--- src/rtl/player_1_key_decoder.sv ---
// player_1_key_decoder: turns PS/2 set-2 make/break byte streams into
// level-sensitive move_* controls for the player-1 sprite drawer.
// Optional build macro PLAYER_1_ARROW_KEYS_EN adds the extended arrow keys;
// without it extended sequences are parsed and discarded.
//
// state       | meaning
// ------------+------------------------------------------------
// S_IDLE      | waiting for a plain make code or a prefix byte
// S_EXT       | saw E0, next non-prefix byte is an extended make
// S_BREAK     | saw F0, next non-prefix byte is a plain break
// S_EXT_BREAK | saw E0 F0, next non-prefix byte is an extended break
module player_1_key_decoder #(
   parameter int unsigned PREFIX_TIMEOUT = 1_000_000
) (
   input  logic       clk,
   input  logic       rst,
   input  logic [7:0] scancode,
   input  logic       scancode_valid,
   output logic       move_up,
   output logic       move_down,
   output logic       move_right,
   output logic       move_left
);

   typedef enum logic [1:0] {
      S_IDLE,
      S_EXT,
      S_BREAK,
      S_EXT_BREAK
   } state_t;

   localparam logic [7:0]  CODE_EXT     = 8'hE0;
   localparam logic [7:0]  CODE_BREAK   = 8'hF0;
   localparam logic [7:0]  CODE_BAT_OK  = 8'hAA;
   localparam logic [19:0] TIMEOUT_LAST = 20'(PREFIX_TIMEOUT - 1);

   // held bit order: [0]=up [1]=down [2]=right [3]=left
   function automatic logic [3:0] plain_map(input logic [7:0] code);
      case (code)
         8'h1D:   plain_map = 4'b0001;
         8'h1B:   plain_map = 4'b0010;
         8'h23:   plain_map = 4'b0100;
         8'h1C:   plain_map = 4'b1000;
         default: plain_map = 4'b0000;
      endcase
   endfunction

   state_t      state, state_nxt;
   logic [19:0] wd_cnt, wd_cnt_nxt;
   logic [3:0]  held_wasd, held_wasd_nxt;
   logic [3:0]  held_arrow;
   logic        is_prefix;
   logic        up_any, down_any, right_any, left_any;

   assign is_prefix = (scancode == CODE_EXT) || (scancode == CODE_BREAK);

`ifdef PLAYER_1_ARROW_KEYS_EN
   logic [3:0] held_arrow_nxt;

   function automatic logic [3:0] arrow_map(input logic [7:0] code);
      case (code)
         8'h75:   arrow_map = 4'b0001;
         8'h72:   arrow_map = 4'b0010;
         8'h74:   arrow_map = 4'b0100;
         8'h6B:   arrow_map = 4'b1000;
         default: arrow_map = 4'b0000;
      endcase
   endfunction

   // arrow held bits, only present when the arrow keys are built in
   always_ff @(posedge clk) begin
      if (rst) held_arrow <= '0;
      else     held_arrow <= held_arrow_nxt;
   end
`else
   assign held_arrow = 4'b0000;
`endif

   // state, watchdog and plain held-key registers
   always_ff @(posedge clk) begin
      if (rst) begin
         state     <= S_IDLE;
         wd_cnt    <= '0;
         held_wasd <= '0;
      end else begin
         state     <= state_nxt;
         wd_cnt    <= wd_cnt_nxt;
         held_wasd <= held_wasd_nxt;
      end
   end

   // sequence parsing; a valid byte always takes priority over watchdog expiry
   always_comb begin
      state_nxt     = state;
      wd_cnt_nxt    = '0;
      held_wasd_nxt = held_wasd;
`ifdef PLAYER_1_ARROW_KEYS_EN
      held_arrow_nxt = held_arrow;
`endif
      if (scancode_valid) begin
         case (state)
            S_IDLE: begin
               if (scancode == CODE_EXT)
                  state_nxt = S_EXT;
               else if (scancode == CODE_BREAK)
                  state_nxt = S_BREAK;
               else if (scancode == CODE_BAT_OK) begin
                  held_wasd_nxt = '0;
`ifdef PLAYER_1_ARROW_KEYS_EN
                  held_arrow_nxt = '0;
`endif
               end else
                  held_wasd_nxt = held_wasd | plain_map(scancode);
            end
            S_EXT: begin
               if (scancode == CODE_BREAK)
                  state_nxt = S_EXT_BREAK;
               else if (scancode != CODE_EXT) begin
`ifdef PLAYER_1_ARROW_KEYS_EN
                  held_arrow_nxt = held_arrow | arrow_map(scancode);
`endif
                  state_nxt = S_IDLE;
               end
            end
            S_BREAK: begin
               if (!is_prefix) begin
                  held_wasd_nxt = held_wasd & ~plain_map(scancode);
                  state_nxt     = S_IDLE;
               end
            end
            S_EXT_BREAK: begin
               if (!is_prefix) begin
`ifdef PLAYER_1_ARROW_KEYS_EN
                  held_arrow_nxt = held_arrow & ~arrow_map(scancode);
`endif
                  state_nxt = S_IDLE;
               end
            end
            default: state_nxt = S_IDLE;
         endcase
      end else if (state != S_IDLE) begin
         if (wd_cnt == TIMEOUT_LAST)
            state_nxt = S_IDLE;
         else
            wd_cnt_nxt = wd_cnt + 20'd1;
      end
   end

   assign up_any    = held_wasd[0] | held_arrow[0];
   assign down_any  = held_wasd[1] | held_arrow[1];
   assign right_any = held_wasd[2] | held_arrow[2];
   assign left_any  = held_wasd[3] | held_arrow[3];

   // registered outputs with opposite-direction cancellation
   always_ff @(posedge clk) begin
      if (rst) begin
         move_up    <= 1'b0;
         move_down  <= 1'b0;
         move_right <= 1'b0;
         move_left  <= 1'b0;
      end else begin
         move_up    <= up_any & ~down_any;
         move_down  <= down_any & ~up_any;
         move_right <= right_any & ~left_any;
         move_left  <= left_any & ~right_any;
      end
   end

endmodule

--- config.mk ---
export PLATFORM = sky130hd
export DESIGN_NAME = player_1_key_decoder
export DESIGN_NICKNAME = d
export VERILOG_FILES = /design/src/rtl/player_1_key_decoder.sv
export SDC_FILE = /design/constraint.sdc
export NUM_CORES = 1
export LEC_CHECK = 0
export CAP_MARGIN = 20
export CORE_ASPECT_RATIO = 0.7
export CORE_MARGIN = 2
export CORE_UTILIZATION = 51
export DETAILED_ROUTE_END_ITERATION = 8
export PLACE_DENSITY = 0.73
export SLEW_MARGIN = 20
export SYNTH_ARGS = -nofsm -noshare
export SYNTH_HDL_FRONTEND = slang
export SYNTH_SLANG_ARGS = --single-unit
--- constraint.sdc ---
create_clock -name clk -period 2 [get_ports clk]
set_input_delay 0.4 -clock clk [delete_from_list [all_inputs] [get_ports clk]]
set_output_delay 0.4 -clock clk [all_outputs]
set_load 0.01 [all_outputs]
==> out/results.txt, run 1 <==
The worst setup path is launched from a primary input. Die height: 47.9 um. Synthesized net count: 168.

The setup slack of the worst register-to-register path came out at 0.12 ns. The first global-routing pass estimated 5550 um of wire. The clock-pin slew reported for the worst setup and hold paths after clock tree synthesis is 0.07 ns. For this design the ratio of total power to cell area is 648 nW/um^2.

The tools report the end of the worst register-to-register path as wd_cnt[17]$_SDFF_PP0_. The number of distinct library cells after synthesis is 39, and the number of cells traversed by the worst register-to-register path is 5. For the final max-slew violation count, the log shows 0.

TritonCTS built the clock tree. Global routing consumed, over all layers together, 24.7% of the routing resources. Entering global routing, the biggest net connects 21 pins. The post-detailed-route count of antenna-violating nets was 0; the via count of the first global-routing pass was 1,210. The logs give 0 for the post-CTS setup buffer count and 3510 um for the total detailed-routing wirelength.

For this run, the top clock speed supported by timing is 0.531 GHz. Counting the buffers created by CTS gives 5. Synthesis inferred 30 register bits. The area after detailed placement came out at 1740 sq um. 0 antenna diodes ended up in the layout. The wire-length estimate of the detail-placed layout is 2620 um. For this design the total switching power over the nets is 276 uW. The layout net count is 207, and the post-synthesis to final-layout area growth is 31.1%. The initial utilization of the core area, before any placement, comes to 55.4%. The core outline area came out at 2530 sq um. Once routing completed, OpenROAD measured the worst setup slack at 0.118 ns. The per-cell routed wire length came out at 15.3 um. The analysis attributes to cell leakage a power of 0.000625 uW.

The design draws 1190 uW. Setup repair after global routing left no endpoint under its margin. Before CTS, the worst setup slack after placement is -0.147 ns. For this design the top-level I/O count stands at 15. The internal power of the cells totals 916 uW. Across the run, the number of max-cap violations was 0.

The die boundary width was 66.7 um; the part of the power in the clock network was 43.5%. The tools report the number of buffers on the longest clock path as 2. The logs give 1840 sq um for the final cell area excluding filler cells and 2.18 ns for the data required time at the worst endpoint. The H-tree generated during clock tree synthesis spans 2 levels. Combinational fraction of design power: 6.1%. The synthesized netlist occupies a cell area of 1400 sq um. Net switching is 23.1% of the power.

The run finished with clean final reports. The top cell type by area accounts for 42.8% of the synthesized area. The die covers 3200 sq um.

The first-pass detailed-route iteration total was 4; the transition time at the pin with the least slew margin was 0.354 ns. The Yosys step of the flow raised 0 warnings. For the count of endpoints failing setup in the final report, the log shows 0. The sequential fraction of the synthesis area was 42.8%; the clock net sink count was 30.

For this block, the initial DRC count from the detailed router was 121. Worst endpoint data arrival time: 2.06 ns. Fraction of layout instances using a drive strength above 1: 19.4%. The clock arrives with 0.00679 ns of skew. Summed over all failing endpoints, the final setup total negative slack is 0 ns. The source-to-sink clock delay at the later pin of the worst-skew pair came out at 0.29 ns. The worst setup path is captured at a register. The biggest fanout along the worst timing path was 3. In this run the tightest slew margin relative to its limit is 76.2%.

IR analysis of the VDD net gives a maximum drop of 0.488 mV. In the routed design, unresolved DRC markers number 0. In the layout the commonest cells are 30 x sky130_fd_sc_hd__dfxtp_1, 22 x sky130_fd_sc_hd__nor2_1, 20 x sky130_fd_sc_hd__buf_4.

The average vias per placed instance came out at 5.70. The time the final worst path needs with I/O delays and setup was 1.88 ns. CTS placed an instance of sky130_fd_sc_hd__clkbuf_8 at the clock tree root. Of the total power, registers draw 50.4%. The worst setup path is of the in -> reg kind. The hold violation total from the final report is 0, and the number of cells produced by synthesis is 156.

Most common cell after layout, fill and taps aside: sky130_fd_sc_hd__dfxtp_1. The run gives 0 as the remaining global-route overflow. The standard-cell row count is 15. The worst hold path belongs to the class reg -> reg. In this run the worst setup path terminates at held_wasd[2]$_SDFFE_PP0P_. Of all cell types, the one taking the most synthesized area is sky130_fd_sc_hd__dfxtp_1.

During placement, the flow inserted port buffers numbering 14. Final cycle utilization of the critical path: 94.1%. The mean cell area of the mapped netlist is 9.00 sq um. The startpoint identified for the worst register-to-register timing path is wd_cnt[13]$_SDFF_PP0_. The number of antenna violations at the first check in global routing was 0. The congestion estimate from routability-driven global placement came to 0.848. The start point of the critical path is scancode[5].

The utilization after layout was 72.6%. Ranked by total cell area, the synthesized netlist is headed by sky130_fd_sc_hd__dfxtp_1 43%, sky130_fd_sc_hd__nor2_1 5.9%, sky130_fd_sc_hd__xnor2_1 4.4%. The number of vias after detailed routing is 1,312.
## flip-flops by register name, indices dropped and copies added, names as in the netlist
signal,count
move_right,1
state,2
move_down,1
wd_cnt,20
move_left,1
move_up,1
held_wasd,4
## per-stage QoR
step | hold slack [ns] | cells
after floorplan | 0.408 | 156
after global placement | 0.435 | 222
after detailed placement | 0.438 | 222
after CTS | 0.450 | 230
after global routing | 0.466 | 230
final | 0.450 | 230
## Yosys cell counts (all sizes together)
cell / number
a2111o: 1
a21boi: 1
a21oi: 10
a311o: 1
a31oi: 1
and3b: 1
and4: 2
buf: 3
dfxtp: 30
ha: 1
inv: 5
mux2i: 3
nand2: 9
nand2b: 2
nand3: 8
nand3b: 2
nand4: 6
nand4b: 1
nor2: 22
nor3: 3
nor3b: 6
nor4: 5
nor4bb: 2
o21ai: 4
o31ai: 2
o41ai: 1
or3: 5
or3b: 2
or4: 4
or4b: 1
xnor2: 7
xor2: 5
## routing by layer
| metal | track usage, % | vias to the layer above | part of all wire (%) |
|---|---|---|---|
| met2 | 39.6 | 30 | 46 |
| met4 | 9.80 | 0 | 1.4 |
| met5 | 0 | - | 0 |
| li1 | - | 651 | - |
| met1 | 31.1 | 626 | 47 |
| met3 | 8.94 | 5 | 5.4 |
## worst max-delay path, stage by stage
cell,delay [ns]
sky130_fd_sc_hd__clkdlybuf4s50_1,0.49
sky130_fd_sc_hd__or3b_2,0.50
sky130_fd_sc_hd__nor4_1,0.38
sky130_fd_sc_hd__mux2i_1,0.23
sky130_fd_sc_hd__nor2_1,0.06
## power by group through the flow
| stage | Sequential (uW) | Combinational [uW] | Clock (uW) |
|---|---|---|---|
| floorplan | 614 | 21.6 | 0 |
| global placement | 614 | 67.1 | 0 |
| detailed placement | 614 | 70.9 | 0 |
| CTS | 601 | 71.4 | 524 |
| global route | 600 | 77.2 | 554 |
| finish | 601 | 72.5 | 519 |
## logic make-up after synthesis
kind of cell | Yosys count | synth area share, %
and+or+nand+nor | 81 | 34.5
buffers and inverters | 8 | 2.76
AOI/OAI and AO/OA | 21 | 9.45
DFF | 30 | 42.8
adders and majority gates | 1 | 0.891
xor gates and xnor gates | 12 | 7.49
muxes | 3 | 2.14
## cell type report
cell class / count / area, sq um
repair buffers: 35 / 310
flip-flops and latches: 30 / 601
clock inverters: 2 / 12.5
fillers: 197 / 693
multi-input cells: 118 / 773
well taps: 34 / 42.5
inverters: 5 / 18.8
clock buffers: 6 / 82.6
## timing repair
| action | in CTS | in global routing |
|---|---|---|
| hold buffers | 0 | 0 |
| endpoints found under the hold margin | 0 | 0 |
| endpoints found under the setup margin | 0 | 22 |
| resized for setup | 0 | 1 |
## worst min-delay path by stage
stage	end	slack [ns]	startpoint	cells past startpoint
global route	move_down$_SDFF_PP0_	0.47	held_wasd[0]$_SDFFE_PP0P_	1
finish	move_down$_SDFF_PP0_	0.45	held_wasd[0]$_SDFFE_PP0P_	1
floorplan	move_left$_SDFF_PP0_	0.41	held_wasd[2]$_SDFFE_PP0P_	1
global placement	move_right$_SDFF_PP0_	0.44	held_wasd[3]$_SDFFE_PP0P_	1
CTS	move_right$_SDFF_PP0_	0.45	held_wasd[3]$_SDFFE_PP0P_	1
detailed placement	move_right$_SDFF_PP0_	0.44	held_wasd[3]$_SDFFE_PP0P_	1
Power figures use the tool's default switching activity.
==> run 2: changes to the inputs <==
--- a/config.mk
+++ b/config.mk
@@ -8,9 +8,9 @@
 export CAP_MARGIN = 20
 export CORE_ASPECT_RATIO = 0.7
 export CORE_MARGIN = 2
-export CORE_UTILIZATION = 51
+export CORE_UTILIZATION = 35
 export DETAILED_ROUTE_END_ITERATION = 8
-export PLACE_DENSITY = 0.73
+export GPL_ROUTABILITY_DRIVEN = 1
 export SLEW_MARGIN = 20
 export SYNTH_ARGS = -nofsm -noshare
 export SYNTH_HDL_FRONTEND = slang
==> constraint.sdc (replaced) <==
create_clock -name clk -period 2.24 [get_ports clk]
set_input_delay 0.448 -clock clk [delete_from_list [all_inputs] [get_ports clk]]
set_output_delay 0.448 -clock clk [all_outputs]
set_load 0.01 [all_outputs]
==> out/results.txt, run 2 (synthesized netlist as in run 1, its figures left out) <==
The worst hold path terminates at move_right$_SDFF_PP0_. Initial core utilization: 36.2% (-19 points). For the setup skew after layout, the log shows 0.00696 ns (+0.000174 ns). The total detailed-routing wirelength came out at 3130 um (-11%). The sum of buffers and inverters on the critical path works out to 0 (-1). The flip-flop count of the largest register after layout is 20 (unchanged). The transition time at the pin with the least slew margin was 0.515 ns (+0.161 ns); the normalized max-slew margin was 65.6% (-11 points). The tools report the I/O pin count as 15 (unchanged). The number of buffers on the longest clock path was 2 (unchanged); the hold buffer count at cts was 0 (unchanged). The run gives 0 (unchanged) as the post-detailed-route DRC marker count. The run finished with clean final reports. In the layout the commonest cells are 30 x sky130_fd_sc_hd__dfxtp_1, 22 x sky130_fd_sc_hd__nor2_1, 14 x sky130_fd_sc_hd__clkdlybuf4s50_1. The first-pass GRT wire length came out at 5250 um (-5.5%). The worst setup path is of the reg -> reg kind.

Data required time at the worst endpoint: 2.47 ns (+0.29 ns). The tree is rooted in a sky130_fd_sc_hd__clkbuf_8. The worst setup path is launched from a register.

For the total routing usage reported by global routing, the log shows 15.3% (-9.4 points). The clock-pin slew reported for the worst setup and hold paths after clock tree synthesis is 0.07 ns (about the same). The die boundary width is 79.7 um (+19%), and the via count of the first global-routing pass is 1,127 (-6.9%).

The source-to-sink clock delay at the later pin of the worst-skew pair is 0.29 ns (about the same), and the maximum achievable frequency is 0.498 GHz. The power density normalized to cell area is 599 nW/um^2 (-7.5%). The tools report the source of the worst register-to-register timing path as wd_cnt[3]$_SDFF_PP0_. The clock net sink count was 30 (unchanged). The area of the die is 4540 sq um (+42%).

The slowest stage of the critical path is the sky130_fd_sc_hd__or4_1 cell. The largest registers in the layout are wd_cnt (20), held_wasd (4), state (2). For the number of instances in the placed design, the log shows 227 (+2.3%). Leaving out fill and tap cells, the most frequent cell in the layout is sky130_fd_sc_hd__dfxtp_1.

The fraction of layout instances using a drive strength above 1 came out at 13.7% (-5.7 points). The logs give 0.23 ns (+0.11 ns) for the setup slack of the worst register-to-register path and 19 (+4) for the standard-cell row count. The biggest fanout along the worst timing path is 9 (+6), and the iteration-0 DRC count of the detailed router is 100 (-17%). The run gives 0 (unchanged) as the final max-slew violation count. The worst setup path is captured at a register.

The overall power of the completed layout was 1050 uW (-12%); the register area was 601 sq um (unchanged). The final weighted congestion in routability-driven placement is 0.917 (+8.2%). The worst register-to-register path ends at wd_cnt[19]$_SDFF_PP0_.

The number of inserted filler cells in the final layout is 368 (+87%). The hold violation total from the final report is 0 (unchanged). Register containing the most flip-flops in the final layout: wd_cnt. Die height: 57.0 um (+19%). The tools report the number of antenna violations at the first check in global routing as 0 (unchanged).

Traced cell by cell, the critical path runs through nand4_4 > or4_1 > or4_4 > a21oi_2. The run gives 4 (unchanged) as the first-pass detailed-route iteration total. TritonCTS built the clock tree. Delay contributed by the slowest stage of the critical path: 0.70 ns (+0.20 ns). The tools report the diode insertion count for antenna repair as 0 (unchanged). The number of cells traversed by the worst register-to-register path was 4 (-1). Setup repair after global routing left no endpoint under its margin. The number of cells traversed by the worst hold path is 1 (unchanged), and the area of the multi-input gates is 764 sq um (-1.1%). The number of max-cap violations is 0 (unchanged), and the post-detailed-route count of antenna-violating nets is 0 (unchanged). The tools report the maximum vdd ir drop as 0.451 mV (-7.4%).

Final HPWL from detailed placement: 2370 um (-9.6%). The run gives 0 (unchanged) as the post-CTS setup buffer count. Per-cell routed wire length: 13.3 um (-13%). The core outline area was 3870 sq um (+53%). Compared with the post-synthesis result, the final layout area differs by 25.1%.

Post-layout instance count excluding filler cells: 235 (+2.2%). For the number of vias after detailed routing, the log shows 1,231 (-6.2%). Static leakage: 0.000561 uW (-10%). Final total negative setup slack: 0 ns (unchanged). The number of buffers inserted by port buffering was 14 (unchanged); the worst endpoint data arrival time was 2.24 ns (+0.18 ns). In this design, the largest share of critical-path delay is due to simple AND/OR/NAND/NOR gates. The remaining global-route overflow is 0 (unchanged).

Layout net count: 194 (-6.3%). The tools report the CTS buffer count as 5 (unchanged). The worst hold path begins at held_wasd[3]$_SDFFE_PP0P_. The average vias per placed instance works out to 5.24 (-8.2%). The logs give 0 (unchanged) for the count of cells resized by post-cts repair and 0 (unchanged) for the count of endpoints failing setup in the final report. After layout, the worst path uses 89.7% of the clock period. The run gives 21 (unchanged) as the maximum number of pins on one net before global-route repair. The tightest min-delay check is of the reg -> reg type. Subtracting the final worst setup slack from the clock period gives 2.01 ns. For the H-tree depth, the log shows 2 (unchanged).
## run 2: cell count changes in the layout (fill, tap and decap cells not counted)
cell | previous run | this run
sky130_fd_sc_hd__buf_4 | 20 | 7
sky130_fd_sc_hd__nor4_4 | 1 | 0
sky130_fd_sc_hd__nor4_2 | 0 | 1
## run 2: power by group
part	internal (uW)	switching [uW]	leakage, uW	total, uW
registers	535	1.46	0.000242	536
clock network	246	211	0.0000472	458
logic	32.3	25.8	0.000272	58.1
## run 2: worst max-delay path by stage
stage / cells after the start / start / to / slack (ns)
after floorplan: 5 / wd_cnt[15]$_SDFF_PP0_ / wd_cnt[18]$_SDFF_PP0_ / 0.38
after global placement: 5 / scancode[5] / held_wasd[1]$_SDFFE_PP0P_ / 0.12
after detailed placement: 5 / scancode[5] / held_wasd[1]$_SDFFE_PP0P_ / 0.06
after CTS: 4 / wd_cnt[3]$_SDFF_PP0_ / wd_cnt[19]$_SDFF_PP0_ / 0.24
after global routing: 4 / wd_cnt[3]$_SDFF_PP0_ / wd_cnt[19]$_SDFF_PP0_ / 0.15
final: 4 / wd_cnt[3]$_SDFF_PP0_ / wd_cnt[19]$_SDFF_PP0_ / 0.23
## run 2: layout make-up
class	count	share of cell area (%)
Inverter	5	1.07
Timing Repair Buffer	22	12.1
Tap cell	52	3.70
Sequential cell	30	34.2
Clock buffer	6	4.70
Clock inverter	2	0.712
Multi-Input combinational cell	118	43.5
## run 2: metal layers
layer | GRT usage [%] | wire (um) | part of all wire, %
met5 | 0 | 0 | 0
met4 | 4.43 | 36 | 1.2
met3 | 7.28 | 191 | 6.1
met2 | 22.2 | 1370 | 44
met1 | 20.3 | 1530 | 49
## run 2: through the flow
| stage | instance area, sq um | setup slack (ns) | hold WS (ns) | util [%] |
|---|---|---|---|---|
| after floorplan | 1400 | 0.383 | 0.408 | - |
| after global placement | 1660 | 0.116 | 0.426 | 42.9 |
| after detailed placement | 1660 | 0.0586 | 0.441 | 42.9 |
| after CTS | 1760 | 0.240 | 0.449 | 45.3 |
| after global routing | 1760 | 0.152 | 0.469 | 45.3 |
| final | 1760 | 0.230 | 0.446 | 45.3 |
